## config.mk

```make
export PLATFORM = sky130hd
export DESIGN_NAME = wdog_multi
export DESIGN_NICKNAME = d
export VERILOG_FILES = /design/src/rtl/wdog_pkg.sv /design/src/rtl/wdog_channel.sv /design/src/rtl/wdog_multi.sv
export SDC_FILE = /design/constraint.sdc
export NUM_CORES = 1
export LEC_CHECK = 0
export ABC_AREA = 1
export CORE_MARGIN = 2
export CORE_UTILIZATION = 55
export DETAILED_ROUTE_END_ITERATION = 7
export PLACE_DENSITY_LB_ADDON = 0.2
export SYNTH_ARGS = -nofsm -noshare
export SYNTH_HDL_FRONTEND = slang
export SYNTH_SLANG_ARGS = --single-unit
export TNS_END_PERCENT = 30
```

## constraint.sdc

```tcl
create_clock -name clk -period 8.8 [get_ports clk]
set_input_delay 1.32 -clock clk [delete_from_list [all_inputs] [get_ports clk]]
set_output_delay 1.32 -clock clk [all_outputs]
set_load 0.005 [all_outputs]
```

## src/rtl/wdog_pkg.sv

```systemverilog
// Shared types and defaults for the multi-channel watchdog.
package wdog_pkg;

  typedef enum logic [1:0] {
    ST_DISABLED = 2'd0,
    ST_ARMED    = 2'd1,
    ST_EXPIRED  = 2'd2
  } wdog_state_e;

  localparam int unsigned WDOG_CNT_W_DEFAULT = 16;

endpackage

```

## src/rtl/wdog_channel.sv

```systemverilog
// One watchdog channel: kick detection, timeout counter, FSM and status flags.
// Optional window (minimum kick interval) check is built when WDOG_WINDOW_EN is defined.
module wdog_channel
  import wdog_pkg::*;
#(
  parameter int unsigned KICK_W      = 8,
  parameter int unsigned CNT_W       = WDOG_CNT_W_DEFAULT,
  parameter int unsigned WARN_CYCLES = 2
) (
  input  logic              clk,
  input  logic              rst,
  input  logic              ena,
  input  logic [KICK_W-1:0] kick_slice,
  input  logic [CNT_W-1:0]  timeout,
  input  logic [CNT_W-1:0]  window_min,
  input  logic              clear,
  output logic              expired,
  output logic              warn,
  output logic              early_kick
);

  wdog_state_e       state_q, state_d;
  logic [CNT_W-1:0]  cnt_q, cnt_d;
  logic [KICK_W-1:0] prev_q, prev_d;
  logic              expired_q, expired_d;
  logic              warn_q, warn_d;
  logic              early_q, early_d;

  logic              bus_kick;
  logic              kick;
  logic              at_limit;
  logic              violation;

  // A bus change is a kick; software clear while armed also restarts the count.
  assign bus_kick = (kick_slice != prev_q);
  assign kick     = bus_kick || clear;
  assign at_limit = (cnt_q >= (timeout - CNT_W'(1)));

`ifdef WDOG_WINDOW_EN
  // Bus kick arriving too soon after the previous one; clear never counts.
  assign violation = (window_min != '0) && bus_kick && !clear && (cnt_q < window_min);
`else
  logic unused_window;
  assign unused_window = ^window_min;
  assign violation     = 1'b0;
`endif

  // Next-state, counter and registered-flag computation.
  always_comb begin
    state_d   = state_q;
    cnt_d     = cnt_q;
    prev_d    = kick_slice;
    early_d   = 1'b0;
    expired_d = 1'b0;
    warn_d    = 1'b0;

    unique case (state_q)
      ST_DISABLED: begin
        state_d = ST_ARMED;
        cnt_d   = '0;
      end
      ST_ARMED: begin
        if (violation) begin
          state_d = ST_EXPIRED;
          early_d = 1'b1;
        end else if (kick) begin
          cnt_d = '0;
        end else if (at_limit) begin
          state_d = ST_EXPIRED;
        end else begin
          cnt_d = cnt_q + CNT_W'(1);
        end
      end
      ST_EXPIRED: begin
        if (clear) begin
          state_d = ST_ARMED;
          cnt_d   = '0;
        end
      end
      default: begin
        state_d = ST_DISABLED;
        cnt_d   = '0;
      end
    endcase

    // Global enable and a zero timeout override everything, including clear.
    if (!ena || (timeout == '0)) begin
      state_d = ST_DISABLED;
      cnt_d   = '0;
      early_d = 1'b0;
    end

    expired_d = (state_d == ST_EXPIRED);
    if (state_d == ST_ARMED) begin
      if ({1'b0, timeout} <= (CNT_W+1)'(WARN_CYCLES)) begin
        warn_d = 1'b1;
      end else begin
        warn_d = ({1'b0, cnt_d} >= ({1'b0, timeout} - (CNT_W+1)'(WARN_CYCLES)));
      end
    end
  end

  // State and output registers.
  always_ff @(posedge clk or posedge rst) begin
    if (rst) begin
      state_q   <= ST_DISABLED;
      cnt_q     <= '0;
      prev_q    <= '0;
      expired_q <= 1'b0;
      warn_q    <= 1'b0;
      early_q   <= 1'b0;
    end else begin
      state_q   <= state_d;
      cnt_q     <= cnt_d;
      prev_q    <= prev_d;
      expired_q <= expired_d;
      warn_q    <= warn_d;
      early_q   <= early_d;
    end
  end

  assign expired    = expired_q;
  assign warn       = warn_q;
  assign early_kick = early_q;

endmodule

```

## src/rtl/wdog_multi.sv

```systemverilog
// Multi-channel watchdog top: one wdog_channel per activity bus plus a global fault OR.
// Optional window check enabled by defining WDOG_WINDOW_EN.
module wdog_multi
  import wdog_pkg::*;
#(
  parameter int unsigned CHANNELS    = 4,
  parameter int unsigned KICK_W      = 8,
  parameter int unsigned CNT_W       = WDOG_CNT_W_DEFAULT,
  parameter int unsigned WARN_CYCLES = 2
) (
  input  logic                       clk,
  input  logic                       rst,
  input  logic                       ena,
  input  logic [CHANNELS*KICK_W-1:0] kick_bus,
  input  logic [CNT_W-1:0]           timeout,
  input  logic [CNT_W-1:0]           window_min,
  input  logic [CHANNELS-1:0]        clear,
  output logic [CHANNELS-1:0]        expired,
  output logic [CHANNELS-1:0]        warn,
  output logic [CHANNELS-1:0]        early_kick,
  output logic                       any_expired
);

  // One independent channel per activity bus slice.
  for (genvar i = 0; i < CHANNELS; i++) begin : g_ch
    wdog_channel #(
      .KICK_W      (KICK_W),
      .CNT_W       (CNT_W),
      .WARN_CYCLES (WARN_CYCLES)
    ) u_channel (
      .clk        (clk),
      .rst        (rst),
      .ena        (ena),
      .kick_slice (kick_bus[i*KICK_W +: KICK_W]),
      .timeout    (timeout),
      .window_min (window_min),
      .clear      (clear[i]),
      .expired    (expired[i]),
      .warn       (warn[i]),
      .early_kick (early_kick[i])
    );
  end

  assign any_expired = |expired;

endmodule

```

==> impl_metrics.toml <==
[layout]
nets = 1760
area_delta_synth_final_pct = 10.1
drive_gt1_share_pct = 4.77
multi_input_area_um2 = 6780
fillCellCount = 1721
register_area_um2 = 2800
antenna_cells = 0
final_util_pct = 61.9

[floorplanning]
start_util_pct = 56.2
core_um2 = 18700
io_pins = 84
die_area_um2 = 20200
die_h_um = 142
die_w_um = 142
rows = 50

[logic_synthesis]
synth_edf_count = 0
async_flop_share_pct = 100
synth_top_cells_by_area = "dfrtp_1, ha_1, nand2_1"
ys_seq_area_share_pct = 26.7
syn-cell-area_um2 = 10500
ys_warn_count = 0
synth_top_area_share_pct = 26.7
yosysUniqueCellTypes = 54
yosys.area.top_type = "dfrtp_1"
avgSynthCellArea_um2 = 7.05
ys_ff_latch = 112
synthFlopType = "dfrtp_1"
syn-instance-count = 1492

[global_route]
track_usage_pct = 30.2
grt_max_degree = 60
grt_pass1_wl_um = 47600
grt_antenna_before_repair = 0
grt_pass1_vias = 9377
grt_remaining_overflow = 0

[timing]
worst_pin_slew_ns = 1.23
fin_skew_ns = 0.00977
rsz0062_at_grt = "no"
finalCritPeriodShare_pct = 80.0
setup_tns_ns = 0
fmax_mhz = 142
min_period_ns = 7.04
final_max_slew_viol_count = 0
finalHoldViolCount = 0
maxSlewHeadroom_pct = 17.0
setup_viol = 0

[setup_path]
r2r-start = "g_ch[2].u_channel.cnt_q[0]"
r2r_cells = 26
cp_max_fo = 20
startpoint = "timeout[1]"
start_kind = "input pin"
required_ns = 9.06
crit_type = "in2reg"
cp-end-kind = "flop"
arrival_ns = 7.30
r2r_slack_ns = 4.69

[cts]
cts_resized = 0
path_clk_slew_ns = 0.08
postCtsSetupBuffers = 0
cts-root-buf = "clkbuf_16"
cts_made_buffers = 9
clk_latency_ns = 0.37
cts_tree = "done"
cts.sink_count = 112
holdBufCountCts = 0
cts.path.max_buffers = 2
htree_levels = 3

[status]
outcome = "completed"

[routing]
dr.first_iter.drc_count = 1094
vias = 10100
antenna_left = 0
drc = 0
finalWirelength_um = 29800
routedWlPerCell_um = 16.7
first_pass_iters = 6
via_per_inst = 5.67

[place]
hpwl_um = 22800
gp_congestion = 0.962
port_buffers = 63

[worst_hold_path]
hold_class = "reg2reg"
hold_depth = 2
worst_hold_startpoint = "g_ch[1].u_channel.cnt_q[0]"

[power]
p_leak_nw = 5.59
powerDensity_nw_per_um2 = 96.8
peakVddDrop_uv = 98.6
power_mw = 1.12

[run]
cap_violations = 0
==> logic make-up (layout without fill, tap and decap cells) <==
| logic type | count (synthesis) | after routing | share of synthesized area (%) |
|---|---|---|---|
| xor+xnor | 66 | 66 | 5.50 |
| fa+ha+maj | 142 | 142 | 16.9 |
| buf+inv | 226 | 283 | 9.02 |
| flops | 112 | 112 | 26.7 |
| compound gates | 201 | 201 | 10.5 |
| other cells | 1 | 4 | 0.0357 |
| simple gates | 744 | 744 | 31.4 |
==> path summary, 6_finish.rpt <==
path / to
worst max-delay path: g_ch[2].u_channel.warn
worst min-delay path: g_ch[1].u_channel.cnt_q[0]
worst max register to register: g_ch[2].u_channel.warn
worst min register to register: g_ch[1].u_channel.cnt_q[0]
max in group asynchronous: g_ch[2].u_channel.cnt_q[11]
min in group asynchronous: g_ch[3].u_channel.prev_q[4]
==> registers in the layout, summed over array words and instances (netlist names) <==
name	flops
g_ch.u_channel.cnt_q	64
g_ch.u_channel.expired	4
g_ch.u_channel.prev_q	32
g_ch.u_channel.state_q	8
g_ch.u_channel.warn	4
==> per-stage QoR <==
| step | std cells | worst slack, ns | hold WS (ns) | instance area (um2) |
|---|---|---|---|---|
| 2_1_floorplan | 1495 | 3.30 | 0.547 | 10500 |
| 3_3_place_gp | 1770 | 1.59 | 0.581 | 11300 |
| 3_5_place_dp | 1770 | 1.51 | 0.591 | 11300 |
| 4_1_cts | 1786 | 1.88 | 0.601 | 11600 |
| 5_1_grt | 1786 | 1.38 | 0.619 | 11600 |
| 6_report | 1786 | 1.76 | 0.597 | 11600 |
==> Yosys cell counts (12+ instances only) <==
cell     number
nand3_1      83
nand2_1     397
a21oi_1     110
xor2_1       48
dfrtp_1     112
nor2_1      139
nand4_1      47
o21ai_0      48
inv_1       188
nor3_1       22
buf_4        12
nand2_2      12
ha_1        142
xnor2_1      18
==> where the power goes <==
| part | internal (mW) | total [mW] | leakage, nW | switching (mW) |
|---|---|---|---|---|
| clock network | 0.196 | 0.407 | 0.133 | 0.212 |
| logic | 0.0652 | 0.185 | 3.97 | 0.119 |
| registers | 0.523 | 0.528 | 1.48 | 0.00528 |
| total | 0.784 | 1.12 | 5.59 | 0.336 |
==> worst max-delay path, cell delays in order <==
cell and delay, ns:
clkdlybuf4s50_1 0.69, inv_1 0.26, ha_1 0.27, nand2_1 0.13
nor2_1 0.36, nand3_1 0.18, nor2_1 0.16, xor2_1 0.57
ha_1 0.37, nand2_1 0.10, nor2_1 0.07, nand2_1 0.06
inv_1 0.03, nand2_1 0.05, nor2_1 0.04, nand2_1 0.05
nand3_1 0.71, o21ai_0 0.44, nand3_1 0.11, a21oi_1 0.27
ha_1 0.31, a21oi_1 0.12, o21ai_0 0.09, a21oi_1 0.16
o21a_1 0.14, o311a_1 0.16, nor3_2 0.05
==> layout make-up <==
type                       count  area share, %
inverter                     197           6.43
timing repair buffer          70           5.90
multi-input combinational   1157           58.5
clock buffer                   9           1.95
sequential                   112           24.2
tap                          234           2.53
clock inverter                 7          0.475
==> layout by cell type, fill, tap and decap left out, types with 4 or more instances in the layout <==
cell type	count
a211oi_1	4
a21oi_1	110
a21oi_2	4
buf_4	7
clkbuf_16	9
clkdlybuf4s50_1	63
conb_1	4
dfrtp_1	112
ha_1	142
inv_1	187
inv_2	6
nand2_1	397
nand2_2	12
nand3_1	83
nand3b_1	4
nand4_1	47
nor2_1	139
nor2_2	8
nor3_1	22
nor4_1	8
o21a_1	4
o21ai_0	48
o21ai_1	9
o22ai_1	4
xnor2_1	18
xor2_1	48
==> per-layer routing <==
layer  vias to the layer above  global-route usage [%]  part of all wire [%]
met5                         -                       0                     0
met4                         0                    14.4                   4.6
met3                        88                    4.04                   7.6
met2                       406                    48.4                    44
met1                      4618                    40.5                    44
li1                       5013                       -                     -
Note: power is estimated with default switching activity, not from simulation.
